$ cat src/rtl/linked_list_pop_arbiter.sv
// Pops one non-empty logical queue of the shared linked-list FIFO per cycle into a 2-entry valid/ready buffer.
// Define LL_POP_ARB_FIXED_PRIO_EN for lowest-index-first grant; default build is round-robin.
module linked_list_pop_arbiter #(
  parameter int WIDTH     = 4,
  parameter int NUM_FIFOS = 2,
  parameter int SEL_WIDTH = $clog2(NUM_FIFOS)
) (
  input  logic                 clk,
  input  logic                 rst,
  input  logic [NUM_FIFOS-1:0] empty,
  input  logic [WIDTH-1:0]     fifo_data,
  output logic                 pop,
  output logic [SEL_WIDTH-1:0] pop_sel,
  output logic                 out_valid,
  input  logic                 out_ready,
  output logic [WIDTH-1:0]     out_data,
  output logic [SEL_WIDTH-1:0] out_sel
);

  logic [SEL_WIDTH-1:0]          last_q, last_d;
  logic                          rd_ptr_q, rd_ptr_d;
  logic                          wr_ptr_q, wr_ptr_d;
  logic [1:0]                    cnt_q, cnt_d;
  logic [1:0][WIDTH-1:0]         buf_data_q, buf_data_d;
  logic [1:0][SEL_WIDTH-1:0]     buf_sel_q, buf_sel_d;

  logic [SEL_WIDTH-1:0] grant;
  logic [SEL_WIDTH-1:0] idx;
  logic                 any_req;
  logic                 deq;

  always_comb begin
    grant   = '0;
    idx     = '0;
    any_req = 1'b0;
`ifdef LL_POP_ARB_FIXED_PRIO_EN
    for (int i = 0; i < NUM_FIFOS; i++) begin
      idx = SEL_WIDTH'(i);
      if (!any_req && !empty[idx]) begin
        grant   = idx;
        any_req = 1'b1;
      end
    end
`else
    // Start one past the last winner; the last winner is considered only after all others.
    for (int k = 1; k <= NUM_FIFOS; k++) begin
      idx = SEL_WIDTH'((int'(last_q) + k) % NUM_FIFOS);
      if (!any_req && !empty[idx]) begin
        grant   = idx;
        any_req = 1'b1;
      end
    end
`endif
  end

  // Gating with rst keeps the FIFO untouched while the block is held in reset.
  assign pop       = rst & any_req & (cnt_q != 2'd2);
  assign pop_sel   = grant;
  assign out_valid = (cnt_q != 2'd0);
  assign out_data  = buf_data_q[rd_ptr_q];
  assign out_sel   = buf_sel_q[rd_ptr_q];
  assign deq       = out_valid & out_ready;

  always_comb begin
    last_d     = last_q;
    rd_ptr_d   = rd_ptr_q;
    wr_ptr_d   = wr_ptr_q;
    buf_data_d = buf_data_q;
    buf_sel_d  = buf_sel_q;
    if (pop) begin
      buf_data_d[wr_ptr_q] = fifo_data;
      buf_sel_d[wr_ptr_q]  = grant;
      wr_ptr_d             = ~wr_ptr_q;
      last_d               = grant;
    end
    if (deq) begin
      rd_ptr_d = ~rd_ptr_q;
    end
    cnt_d = cnt_q + {1'b0, pop} - {1'b0, deq};
  end

  always_ff @(posedge clk) begin
    if (!rst) begin
      last_q     <= SEL_WIDTH'(NUM_FIFOS - 1);
      rd_ptr_q   <= 1'b0;
      wr_ptr_q   <= 1'b0;
      cnt_q      <= 2'd0;
      buf_data_q <= '0;
      buf_sel_q  <= '0;
    end else begin
      last_q     <= last_d;
      rd_ptr_q   <= rd_ptr_d;
      wr_ptr_q   <= wr_ptr_d;
      cnt_q      <= cnt_d;
      buf_data_q <= buf_data_d;
      buf_sel_q  <= buf_sel_d;
    end
  end

endmodule

$ cat config.mk
export PLATFORM = sky130hd
export DESIGN_NAME = linked_list_pop_arbiter
export DESIGN_NICKNAME = d
export VERILOG_FILES = /design/src/rtl/linked_list_pop_arbiter.sv
export SDC_FILE = /design/constraint.sdc
export NUM_CORES = 1
export LEC_CHECK = 0
export ABC_AREA = 1
export BUFFER_PORTS_ARGS = -buffer_cell sky130_fd_sc_hd__buf_2
export CAP_MARGIN = 20
export CORE_MARGIN = 1.5
export CORE_UTILIZATION = 30
export DETAILED_ROUTE_END_ITERATION = 7
export GPL_ROUTABILITY_DRIVEN = 0
export PLACE_DENSITY = 0.61
export SYNTH_ARGS = -nofsm -noshare
export SYNTH_HDL_FRONTEND = slang
export SYNTH_SLANG_ARGS = --single-unit
$ cat constraint.sdc
create_clock -name clk -period 5.02 [get_ports clk]
set_clock_uncertainty 0.15 [all_clocks]
set_input_delay 1.255 -clock clk [delete_from_list [all_inputs] [get_ports clk]]
set_output_delay 1.255 -clock clk [all_outputs]
set_load 0.03 [all_outputs]
[Word level (Yosys, flattened, before mapping)]
Cells that the tools add are included.
W data, S select, Z words.
Cells by class
  magnitude comparators: 5
  add/subtract/negate cells: 4
  bitwise gates (word level): 5
  multiplexer cells: 18
  reductions and logical operators: 4
  equality and inequality tests: 1
Operators with widths (number)
  $mux W4: 3
  $mux W1: 11
  $bwmux W8: 1
  $lt A1 B2 Y1 const B: 4
  $demux W4 S1: 1
  $and A1 B1 Y1: 3
  $add A1 B1 Y1 const B: 2
  $add A2 B1 Y2: 1
  $bwmux W2: 1
  $logic_and A1 B1 Y1: 2
  $ne A2 B2 Y1 const B: 1
  $not A1 Y1: 2
  $reduce_bool A2 Y1: 1
  $sub A2 B1 Y2: 1
  $demux W1 S1: 1
  $ge A1 B1 Y1 const B: 1
  $logic_not A1 Y1: 1
Storage, ports and cells
  input port bits: 9
  register bits: 15

[Logic depth before layout (Yosys ltp)]
Gate-level depths: netlist of the first run.
  depth after elaboration: 10
  gate-level depth with buffers: 11
  depth with buffers taken out: 11

[Least setup slack after synthesis of the first run]
Ideal clock, no wire load.
  path type: input to output
  start point: input port rst
  end point: output port pop
  stages: 4
  data required time: 3615 ps
  arrival time: 1732 ps
  setup slack: 1883 ps
  cell sequence: buf_4 > nand2_2 > nor2_4 > buf_6
On the way
  longest elaborated chain between the ends: 2
RTL lines
  start, declared: line 9  | input logic rst,
  $and A1 B1 Y1 (2 in a row): line 57  | assign pop = rst & any_req & (cnt_q != 2'd2);
  end, declared: line 12  | output logic pop,
Every way passes these cells.

[Worst setup path after layout of the first run]
Same ends and word-level chain as after synthesis.

==> results.rst, run 1 <==
.. list-table::
   :header-rows: 1

   * - Metric
     - Value
   * - Power share of the combinational group
     - 43.6%
   * - DPL Wire Length
     - roughly 1300 um
   * - Post-CTS setup buffer count
     - 0
   * - Worst slew margin relative to its limit
     - about 78%
   * - CP Data Required Time
     - 3620 ps
   * - Die Area
     - a little over 3000 um2
   * - Final global-route overflow total
     - 0
   * - Hold slack final
     - about 370 ps
   * - Number of H-tree levels
     - 1
   * - CTS tree
     - done
   * - Area fraction of the dominant cell type after synthesis
     - 36.3%
   * - Minimum setup slack after placement
     - roughly 1400 ps
   * - Path class of the lowest-slack min-delay path
     - flip-flop to flip-flop
   * - Remaining antenna violation count
     - 0
   * - Clock period minus worst slack
     - roughly 3600 ps
   * - Fin crit share
     - just over 70%
   * - Latest clock arrival within the worst-skew pair
     - between 200 and 300 ps
   * - Final critical-path setup slack
     - 1420 ps
   * - Count of flip-flops with a built-in enable after synthesis
     - 0
   * - TritonRoute pass-1 iters
     - 3
   * - Area of the core region
     - 2540 um2
   * - PD cells
     - around 440 nW/um2
   * - Number of hold violations in the final report
     - 0
   * - Via count of the first global-routing pass
     - about 670
   * - Netlist cell types
     - 18
   * - Run status
     - finished clean
   * - Clock share of power
     - ~17%
   * - Initial Utilization
     - 32.5%
   * - Final Instance Area
     - 937 um2
   * - Achievable clock frequency
     - roughly 280 MHz
   * - Max-slew violation count
     - 0
   * - Total routing resource utilization after global routing
     - a little under an eighth
   * - Post-synthesis instance area
     - 827 um2
   * - Final number of setup-violating endpoints
     - 0
   * - Sequential cell fraction of total power
     - roughly two fifths
   * - Routed via count divided by cell count
     - around 4.2
   * - Largest net degree at the start of global routing
     - 19
   * - Bufs on Longest Clock Path
     - 2
   * - Count of buffers from port buffering
     - 16
   * - Gates resized, CTS repair
     - 0
   * - Top_reg_cell synth
     - sky130_fd_sc_hd__dfxtp_1
   * - Cell type with the largest total area after synthesis
     - sky130_fd_sc_hd__dfxtp_1
   * - Crit path kind
     - input pin to output pin
   * - Number of nets produced by synthesis
     - about 140
   * - Post-synth ARST share
     - 0%
   * - Cts bufs inserted
     - 3
   * - Core Rows
     - 18
   * - IR Drop Worst-Case VDD
     - about 0.18 mV
   * - Hold Crit Depth
     - 4
   * - Drc violations
     - 0
   * - Cell depth of the worst flop-to-flop path
     - 11
   * - Worst Setup Start Kind
     - input pin
   * - Total of flip-flops plus latches after synthesis
     - 15
   * - Master cell of the clock root buffer
     - sky130_fd_sc_hd__clkbuf_4
   * - Flop-to-flop setup slack
     - roughly 3300 ps
   * - Number of instances in the synthesized netlist
     - 131
   * - Count of hold-fix buffers inserted at cts
     - 0
   * - Post-synth top cells
     - sky130_fd_sc_hd__nand2_1 (36), sky130_fd_sc_hd__inv_1 (31), sky130_fd_sc_hd__dfxtp_1 (15)
   * - Mapped Avg Cell Area
     - 6.31 um2
   * - Antenna Cells
     - 0
   * - Power spent charging and discharging nets
     - 0.184 mW
   * - Critical-path maximum fanout
     - 18
   * - Ratio of cells with drive above 1 in the final layout
     - a little under a fifth
   * - Switching Share
     - roughly 44%
   * - I/O pin count
     - 17
   * - Internal power component
     - approximately 0.23 mW
   * - Number of nets at the end of the flow
     - between 150 and 200
   * - Count of clock tree sinks
     - 15
   * - Transition time at the pin with the least slew margin
     - 333 ps
   * - Width of the chip
     - 55.5 um
   * - Max_cap viols
     - 0
   * - Wire per inst
     - 9.27 um
   * - Number of antenna violations at the first check in global routing
     - 0
   * - Clk pin slew, worst setup/hold paths
     - roughly 90 ps
   * - Sum of negative setup slack
     - 0 ps
   * - Unrepaired setup endpoints after global routing
     - false
   * - Total via count after detailed routing
     - roughly 740
   * - Post-placement cell area
     - between 900 and 1000 um2
   * - P&R area growth vs syn
     - 13.3%
   * - Die height
     - between 50 and 60 um
   * - Post-synthesis sequential area ratio
     - 36.3%
   * - Overall Power
     - roughly 0.42 mW
   * - Most frequent cell after synthesis
     - sky130_fd_sc_hd__nand2_1
   * - Leakage power figure
     - approximately 0.54 nW
   * - Drt first-iter violations
     - 10
   * - Wire length of the first global-routing pass
     - roughly 2800 um
   * - CP arrival
     - around 2200 ps
   * - Worst Setup End Kind
     - output pin
   * - Yosys warning count
     - 0
   * - Routed wire length
     - roughly 1600 um
   * - Synth area leaders
     - sky130_fd_sc_hd__dfxtp_1 (36%), sky130_fd_sc_hd__nand2_1 (16%), sky130_fd_sc_hd__inv_1 (14%)
## state kept, by name, summed over array words and instances (netlist names)
register and cells:
buf_data_q 8, buf_sel_q 2, cnt_q 2, last_q 1, rd_ptr_q 1, wr_ptr_q 1
## power by group through the flow
stage	Combinational, mW	Clock [mW]	Sequential [mW]
5_1_grt	0.206	0.0803	0.169
3_5_place_dp	0.184	0	0.168
4_1_cts	0.185	0.0736	0.165
3_3_place_gp	0.174	0	0.167
6_report	0.181	0.0702	0.165
2_1_floorplan	0.155	0	0.157
## cells by family after synthesis
kind of cell	count (synthesis)	share of synthesized area (%)
compound gates	8	4.84
buf+inv	39	19.7
simple gates	66	35.1
flops	15	36.3
fa+ha+maj	2	3.03
xor+xnor	1	1.06
## path summary, 6_finish.rpt
path,from,end
worst max register to register,cnt_q[1],cnt_q[1]
worst min-delay path,buf_data_q[5],buf_data_q[5]
worst min register to register,buf_data_q[5],buf_data_q[5]
worst max-delay path,rst,pop
## cells in the final DEF, fill, tap and decap left out
master / Yosys / final
sky130_fd_sc_hd__ha_1: 2 / 2
sky130_fd_sc_hd__inv_1: 31 / 31
sky130_fd_sc_hd__buf_2: 1 / 16
sky130_fd_sc_hd__nor2_4: 2 / 2
sky130_fd_sc_hd__nand2_1: 36 / 36
sky130_fd_sc_hd__clkbuf_4: 0 / 3
sky130_fd_sc_hd__dfxtp_1: 15 / 15
sky130_fd_sc_hd__nand4_1: 1 / 1
sky130_fd_sc_hd__inv_2: 3 / 3
sky130_fd_sc_hd__xor2_1: 1 / 1
sky130_fd_sc_hd__nand2_2: 1 / 1
sky130_fd_sc_hd__nor2_1: 14 / 14
sky130_fd_sc_hd__nand3_1: 11 / 11
sky130_fd_sc_hd__nand4_2: 1 / 1
sky130_fd_sc_hd__a21oi_1: 1 / 1
sky130_fd_sc_hd__clkinv_2: 0 / 1
sky130_fd_sc_hd__o21ai_0: 7 / 7
## cell type report
class,count,area [um2]
Fill cell,294,1610
Multi-Input combinational cell,77,364
Sequential cell,15,300
Inverter,34,128
Timing Repair Buffer,16,80.1
Tap cell,30,37.5
Clock buffer,3,22.5
Clock inverter,1,5.00
## through the flow
stage                     utilization (%)  cells
after floorplan                         -    131
after global placement               35.7    172
after detailed placement             35.7    172
after CTS                            36.8    176
after global routing                 36.8    176
final                                36.8    176
## critical path, stage by stage
cell and delay, ps:
sky130_fd_sc_hd__buf_2 280, sky130_fd_sc_hd__nand2_2 130, sky130_fd_sc_hd__nor2_4 260, sky130_fd_sc_hd__buf_2 260
## routing by layer
layer | share of wire [%] | track usage (%)
met5 | 0 | 0
met4 | 0.80 | 6.27
met3 | 2.5 | 2.81
met2 | 47 | 18.9
met1 | 50 | 13.7
No activity file was read; power rests on OpenSTA's default activity.
==> run 2: changes to the inputs <==
--- a/config.mk
+++ b/config.mk
@@ -12,7 +12,7 @@
 export CORE_UTILIZATION = 30
 export DETAILED_ROUTE_END_ITERATION = 7
 export GPL_ROUTABILITY_DRIVEN = 0
-export PLACE_DENSITY = 0.61
+export PLACE_DENSITY = 0.63
 export SYNTH_ARGS = -nofsm -noshare
 export SYNTH_HDL_FRONTEND = slang
 export SYNTH_SLANG_ARGS = --single-unit
==> constraint.sdc (replaced) <==
create_clock -name clk -period 3.1 [get_ports clk]
set_clock_uncertainty 0.15 [all_clocks]
set_input_delay 0.775 -clock clk [delete_from_list [all_inputs] [get_ports clk]]
set_output_delay 0.775 -clock clk [all_outputs]
set_load 0.03 [all_outputs]
==> run 2 against run 1 <==
Die area unchanged. Global-route usage shrank 0.13 points. Clock power rose by 60%. First-iteration DRC count is 10% higher. Non-clock buffer count up 1. Register-to-register slack got worse by 1900 ps. Hold slack worse by 6.0 ps. Sequential power up 62%. Routed wire length is 2.3% lower. Clock-buffer cell count rose by 1. Critical path depth rose by 1. Final cell count increased by 0.57%. Critical path type unchanged. Largest cell class unchanged.
==> results.rst, run 2 (synthesized netlist as in run 1, its figures left out) <==
.. list-table::
   :header-rows: 1

   * - Metric
     - Value
   * - Run status
     - finished clean
   * - Core Rows
     - 18
   * - P&R area growth vs syn
     - 14.1%
   * - Post-CTS setup buffer count
     - 0
   * - CTS tree
     - done
   * - Unrepaired setup endpoints after global routing
     - false
   * - Most common library cell in the layout ignoring fill and taps
     - sky130_fd_sc_hd__nand2_1
   * - Overall Power
     - around 0.67 mW
   * - Final standard cell utilization of the core
     - 37.1%
   * - Met2 layer usage reported by global route
     - 17.3%
   * - Bufs on Longest Clock Path
     - 2
   * - Cts bufs inserted
     - 3
   * - Max reg flops
     - 8
   * - Drc violations
     - 0
   * - Final global-route overflow total
     - 0
   * - Leakage power figure
     - about 0.55 nW
   * - Achievable clock frequency
     - just under 400 MHz
   * - Power share of the combinational group
     - between 40% and 50%
   * - Number of hold violations in the final report
     - 0
   * - Switching Share
     - between 40% and 50%
   * - Count of hold-fix buffers inserted at cts
     - 0
   * - Transition time at the pin with the least slew margin
     - approximately 330 ps
   * - Routed via count divided by cell count
     - 4.27
   * - Clock period minus worst slack
     - about 2500 ps
   * - Count of buffers from port buffering
     - 16
   * - Worst Setup End Kind
     - output pin
   * - Max_cap viols
     - 0
   * - Width of the chip
     - ~56 um
   * - Drt first-iter violations
     - 11
   * - Wire length of the first global-routing pass
     - 2680 um
   * - Clock share of power
     - between 10% and 20%
   * - Post-placement cell area
     - 917 um2
   * - Regs by FF count
     - buf_data_q: 8 flops, buf_sel_q: 2 flops, cnt_q: 2 flops
   * - Fin crit share
     - 81.3%
   * - Worst Setup Start Kind
     - input pin
   * - Clk pin slew, worst setup/hold paths
     - 90 ps
   * - Worst slew margin relative to its limit
     - between 70% and 80%
   * - Remaining antenna violation count
     - 0
   * - Final Instance Area
     - between 900 and 1000 um2
   * - Area of the core region
     - approximately 2500 um2
   * - Minimum setup slack after placement
     - between 500 and 600 ps
   * - Die Area
     - 3080 um2
   * - Number of nets at the end of the flow
     - 159
   * - Initial Utilization
     - between 30% and 40%
   * - Routed wire length
     - about 1600 um
   * - Count of clock tree sinks
     - 15
   * - Path class of the lowest-slack min-delay path
     - flip-flop to flip-flop
   * - Largest net degree at the start of global routing
     - 18
   * - Largest register by flop count
     - buf_data_q
   * - Sum of negative setup slack
     - 0 ps
   * - CP arrival
     - 1590 ps
   * - Number of H-tree levels
     - 1
   * - Total routing resource utilization after global routing
     - between 10% and 20%
   * - Final number of setup-violating endpoints
     - 0
   * - Ratio of cells with drive above 1 in the final layout
     - between 10% and 20%
   * - PD cells
     - about 710 nW/um2
   * - Number of antenna violations at the first check in global routing
     - 0
   * - Die height
     - 55.5 um
   * - I/O pin count
     - 17
   * - CP Data Required Time
     - 2170 ps
   * - Latest clock arrival within the worst-skew pair
     - approximately 280 ps
   * - Power spent charging and discharging nets
     - between 0.2 and 0.3 mW
   * - Internal power component
     - between 0.3 and 0.4 mW
   * - IR Drop Worst-Case VDD
     - ~0.31 mV
   * - Gates resized, CTS repair
     - 0
   * - Sequential cell fraction of total power
     - about 40%
   * - Number of fill cells
     - 298
   * - Antenna Cells
     - 0
   * - Commonest non-fill, non-tap cells in the layout
     - sky130_fd_sc_hd__nand2_1 (36), sky130_fd_sc_hd__inv_1 (31), sky130_fd_sc_hd__buf_2 (16)
   * - Max-slew violation count
     - 0
   * - DPL Wire Length
     - ~1300 um
   * - Total via count after detailed routing
     - between 700 and 800
   * - Master cell of the clock root buffer
     - sky130_fd_sc_hd__clkbuf_4
   * - Crit path kind
     - input pin to output pin
   * - Global Route met3 Usage
     - 2.34%
   * - Via count of the first global-routing pass
     - roughly 660
   * - Critical-path maximum fanout
     - 14
   * - Layer with the highest usage
     - met2
   * - GR Util met1
     - a little over an eighth
   * - TritonRoute pass-1 iters
     - 4
   * - Wire per inst
     - around 9.0 um
   * - Final critical-path setup slack
     - 581 ps
[run 2: path summary, 6_finish.rpt]
path	slack, ps	cells past startpoint	start	to
max	580	5	empty[0]	pop
min	360	2	last_q	last_q
max reg2reg	1370	11	cnt_q[1]	cnt_q[1]
min reg2reg	360	2	last_q	last_q
[run 2: area by class of cell]
cell class	count	area, um2	share of cell area (%)
multi-input combinational	77	364	38.6
inverter	34	128	13.5
clock buffer	4	26.3	2.79
tap	30	37.5	3.98
sequential	15	300	31.8
timing repair buffer	17	87.6	9.28
[run 2: power by group through the flow]
| stage | logic [mW] | registers, mW | clock network [mW] |
|---|---|---|---|
| global placement | 0.283 | 0.270 | 0 |
| detailed placement | 0.294 | 0.272 | 0 |
| global route | 0.330 | 0.273 | 0.131 |
| CTS | 0.296 | 0.268 | 0.117 |
| floorplan | 0.251 | 0.255 | 0 |
| finish | 0.292 | 0.267 | 0.112 |
[run 2: metal layers]
layer  wire length (um)  share of wire [%]  up-vias
met5                  0                  0        -
li1                   -                  -      414
met4                 51                3.2        0
met2                728                 46       12
met1                758                 48      325
met3                 55                3.5        4
[run 2: stage by stage]
stage | cells | hold WS (ps)
global placement | 173 | 335
floorplan | 131 | 287
detailed placement | 173 | 329
global route | 177 | 370
finish | 177 | 360
CTS | 177 | 355
[run 2: critical path, cell delays in order]
cell                      delay, ps
sky130_fd_sc_hd__buf_2          100
sky130_fd_sc_hd__nand2_1        130
sky130_fd_sc_hd__nand2_2         90
sky130_fd_sc_hd__nor2_4         240
sky130_fd_sc_hd__buf_2          260
==> run 3: changes to the inputs <==
--- a/config.mk
+++ b/config.mk
@@ -12,7 +12,7 @@
 export CORE_UTILIZATION = 30
 export DETAILED_ROUTE_END_ITERATION = 7
 export GPL_ROUTABILITY_DRIVEN = 0
-export PLACE_DENSITY = 0.63
+export PLACE_DENSITY = 0.61
 export SYNTH_ARGS = -nofsm -noshare
 export SYNTH_HDL_FRONTEND = slang
 export SYNTH_SLANG_ARGS = --single-unit
==> constraint.sdc (replaced) <==
create_clock -name clk -period 2.32 [get_ports clk]
set_clock_uncertainty 0.15 [all_clocks]
set_input_delay 0.58 -clock clk [delete_from_list [all_inputs] [get_ports clk]]
set_output_delay 0.58 -clock clk [all_outputs]
set_load 0.03 [all_outputs]
==> run 3 against run 2 <==
Sequential share of layout area shrank 0.25 points. Final cell count increased by 0.56%. Hold slack got worse by 2.9 ps. Total power is 35% higher. First-iteration DRC count unchanged. Cell area grew 0.80%. Combinational power rose by 35%. Flip-flop and latch count did not move. Clock power up 39%.
==> results.rst, run 3 (synthesized netlist as in run 1, its figures left out) <==
.. list-table::
   :header-rows: 1

   * - Metric
     - Value
   * - Count of clock tree sinks
     - 15
   * - Sum of negative setup slack
     - 0 ps
   * - Path class of the lowest-slack min-delay path
     - flip-flop to flip-flop
   * - Bufs on Longest Clock Path
     - 2
   * - Number of H-tree levels
     - 1
   * - Largest register by flop count
     - buf_data_q
   * - Ratio of cells with drive above 1 in the final layout
     - about a fifth
   * - Latest clock arrival within the worst-skew pair
     - ~290 ps
   * - Gates resized, CTS repair
     - 0
   * - Fin crit share
     - a little over four fifths
   * - Number of fill cells
     - 287
   * - Minimum setup slack after placement
     - roughly 350 ps
   * - Via count of the first global-routing pass
     - ~680
   * - PD cells
     - about 960 nW/um2
   * - Die Area
     - slightly above 3000 um2
   * - Clk pin slew, worst setup/hold paths
     - roughly 90 ps
   * - Initial Utilization
     - between 30% and 40%
   * - CTS tree
     - done
   * - Routed via count divided by cell count
     - 4.12
   * - Leakage power figure
     - about 0.55 nW
   * - Area of the core region
     - 2540 um2
   * - Worst Setup End Kind
     - output pin
   * - P&R area growth vs syn
     - 15.0%
   * - Max_cap viols
     - 0
   * - Max reg flops
     - 8
   * - Crit path kind
     - flip-flop to output pin
   * - Largest net degree at the start of global routing
     - 18
   * - Worst slew margin relative to its limit
     - 77.0%
   * - IR Drop Worst-Case VDD
     - 0.405 mV
   * - Critical-path maximum fanout
     - 11
   * - TritonRoute pass-1 iters
     - 4
   * - Wire per inst
     - 8.92 um
   * - Remaining antenna violation count
     - 0
   * - Regs by FF count
     - buf_data_q: 8 flops, buf_sel_q: 2 flops, cnt_q: 2 flops
   * - Number of nets at the end of the flow
     - between 150 and 200
   * - DPL Wire Length
     - between 1000 and 1500 um
   * - Total via count after detailed routing
     - around 730
   * - Routed wire length
     - 1590 um
   * - Max-slew violation count
     - 0
   * - Total routing resource utilization after global routing
     - between 10 and 15%
   * - Antenna Cells
     - 0
   * - Master cell of the clock root buffer
     - sky130_fd_sc_hd__clkbuf_4
   * - Clock period minus worst slack
     - between 1500 and 2000 ps
   * - Final number of setup-violating endpoints
     - 0
   * - Drt first-iter violations
     - 11
   * - Number of antenna violations at the first check in global routing
     - 0
   * - Unrepaired setup endpoints after global routing
     - false
   * - Final critical-path setup slack
     - 367 ps
   * - Count of hold-fix buffers inserted at cts
     - 0
   * - Commonest non-fill, non-tap cells in the layout
     - sky130_fd_sc_hd__nand2_1 (36), sky130_fd_sc_hd__inv_1 (31), sky130_fd_sc_hd__buf_2 (16)
   * - Post-CTS setup buffer count
     - 0
   * - Worst Setup Start Kind
     - flip-flop
   * - Final global-route overflow total
     - 0
   * - Die height
     - 55.5 um
   * - Drc violations
     - 0
   * - Achievable clock frequency
     - ~500 MHz
   * - Core Rows
     - 18
   * - Most common library cell in the layout ignoring fill and taps
     - sky130_fd_sc_hd__nand2_1
   * - Width of the chip
     - around 56 um
   * - Wire length of the first global-routing pass
     - 2970 um
   * - Count of buffers from port buffering
     - 16
   * - Transition time at the pin with the least slew margin
     - about 350 ps
   * - Number of hold violations in the final report
     - 0
   * - Run status
     - finished clean
   * - CP arrival
     - about 1200 ps
   * - CP Data Required Time
     - ~1600 ps
   * - I/O pin count
     - 17
   * - Overall Power
     - between 0.9 and 1 mW
   * - Cts bufs inserted
     - 3
run 3: changes by cell type in the layout (fill, tap and decap cells not counted), sizes merged:
| cell | previous run | this run |
|---|---|---|
| buf | 17 | 18 |
run 3: metrics by stage:
stage | hold slack [ps] | util (%) | instances | instance area, um2
after floorplan | 287 | - | 131 | 827
after global placement | 331 | 36.3 | 174 | 925
after detailed placement | 346 | 36.3 | 174 | 925
after CTS | 361 | 37.4 | 178 | 951
after global routing | 395 | 37.4 | 178 | 951
final | 357 | 37.4 | 178 | 951
run 3: final timing paths:
kind	to	cells after the start	startpoint	slack, ps
max	out_data[1]	3	rd_ptr_q	370
min	last_q	2	last_q	360
max reg2reg	cnt_q[1]	11	cnt_q[1]	600
min reg2reg	last_q	2	last_q	360
run 3: worst max-delay path: stages, from the launching register on:
cell and delay, ps:
sky130_fd_sc_hd__dfxtp_1 540, sky130_fd_sc_hd__nand2_1 100, sky130_fd_sc_hd__o21ai_0 80, sky130_fd_sc_hd__buf_2 220
run 3: metal layers:
layer | up-vias | part of all wire (%) | GRT usage (%)
met2 | 14 | 44 | 18.7
met1 | 296 | 50 | 16.0
met4 | 0 | 2.8 | 7.32
met5 | - | 0 | 0
met3 | 5 | 3.4 | 3.04
li1 | 419 | - | -
run 3: final cells by class:
type,count,area [um2],area share [%]
clock buffer,4,26.3,2.76
inverter,34,128,13.4
multi-input combinational,77,364,38.3
sequential,15,300,31.6
tap,30,37.5,3.95
timing repair buffer,18,95.1,10.0
run 3: power breakdown:
| part | switching (mW) | total, mW | internal (mW) |
|---|---|---|---|
| Clock | 0.0892 | 0.156 | 0.0669 |
| Sequential | 0.0476 | 0.357 | 0.309 |
| Combinational | 0.260 | 0.395 | 0.135 |
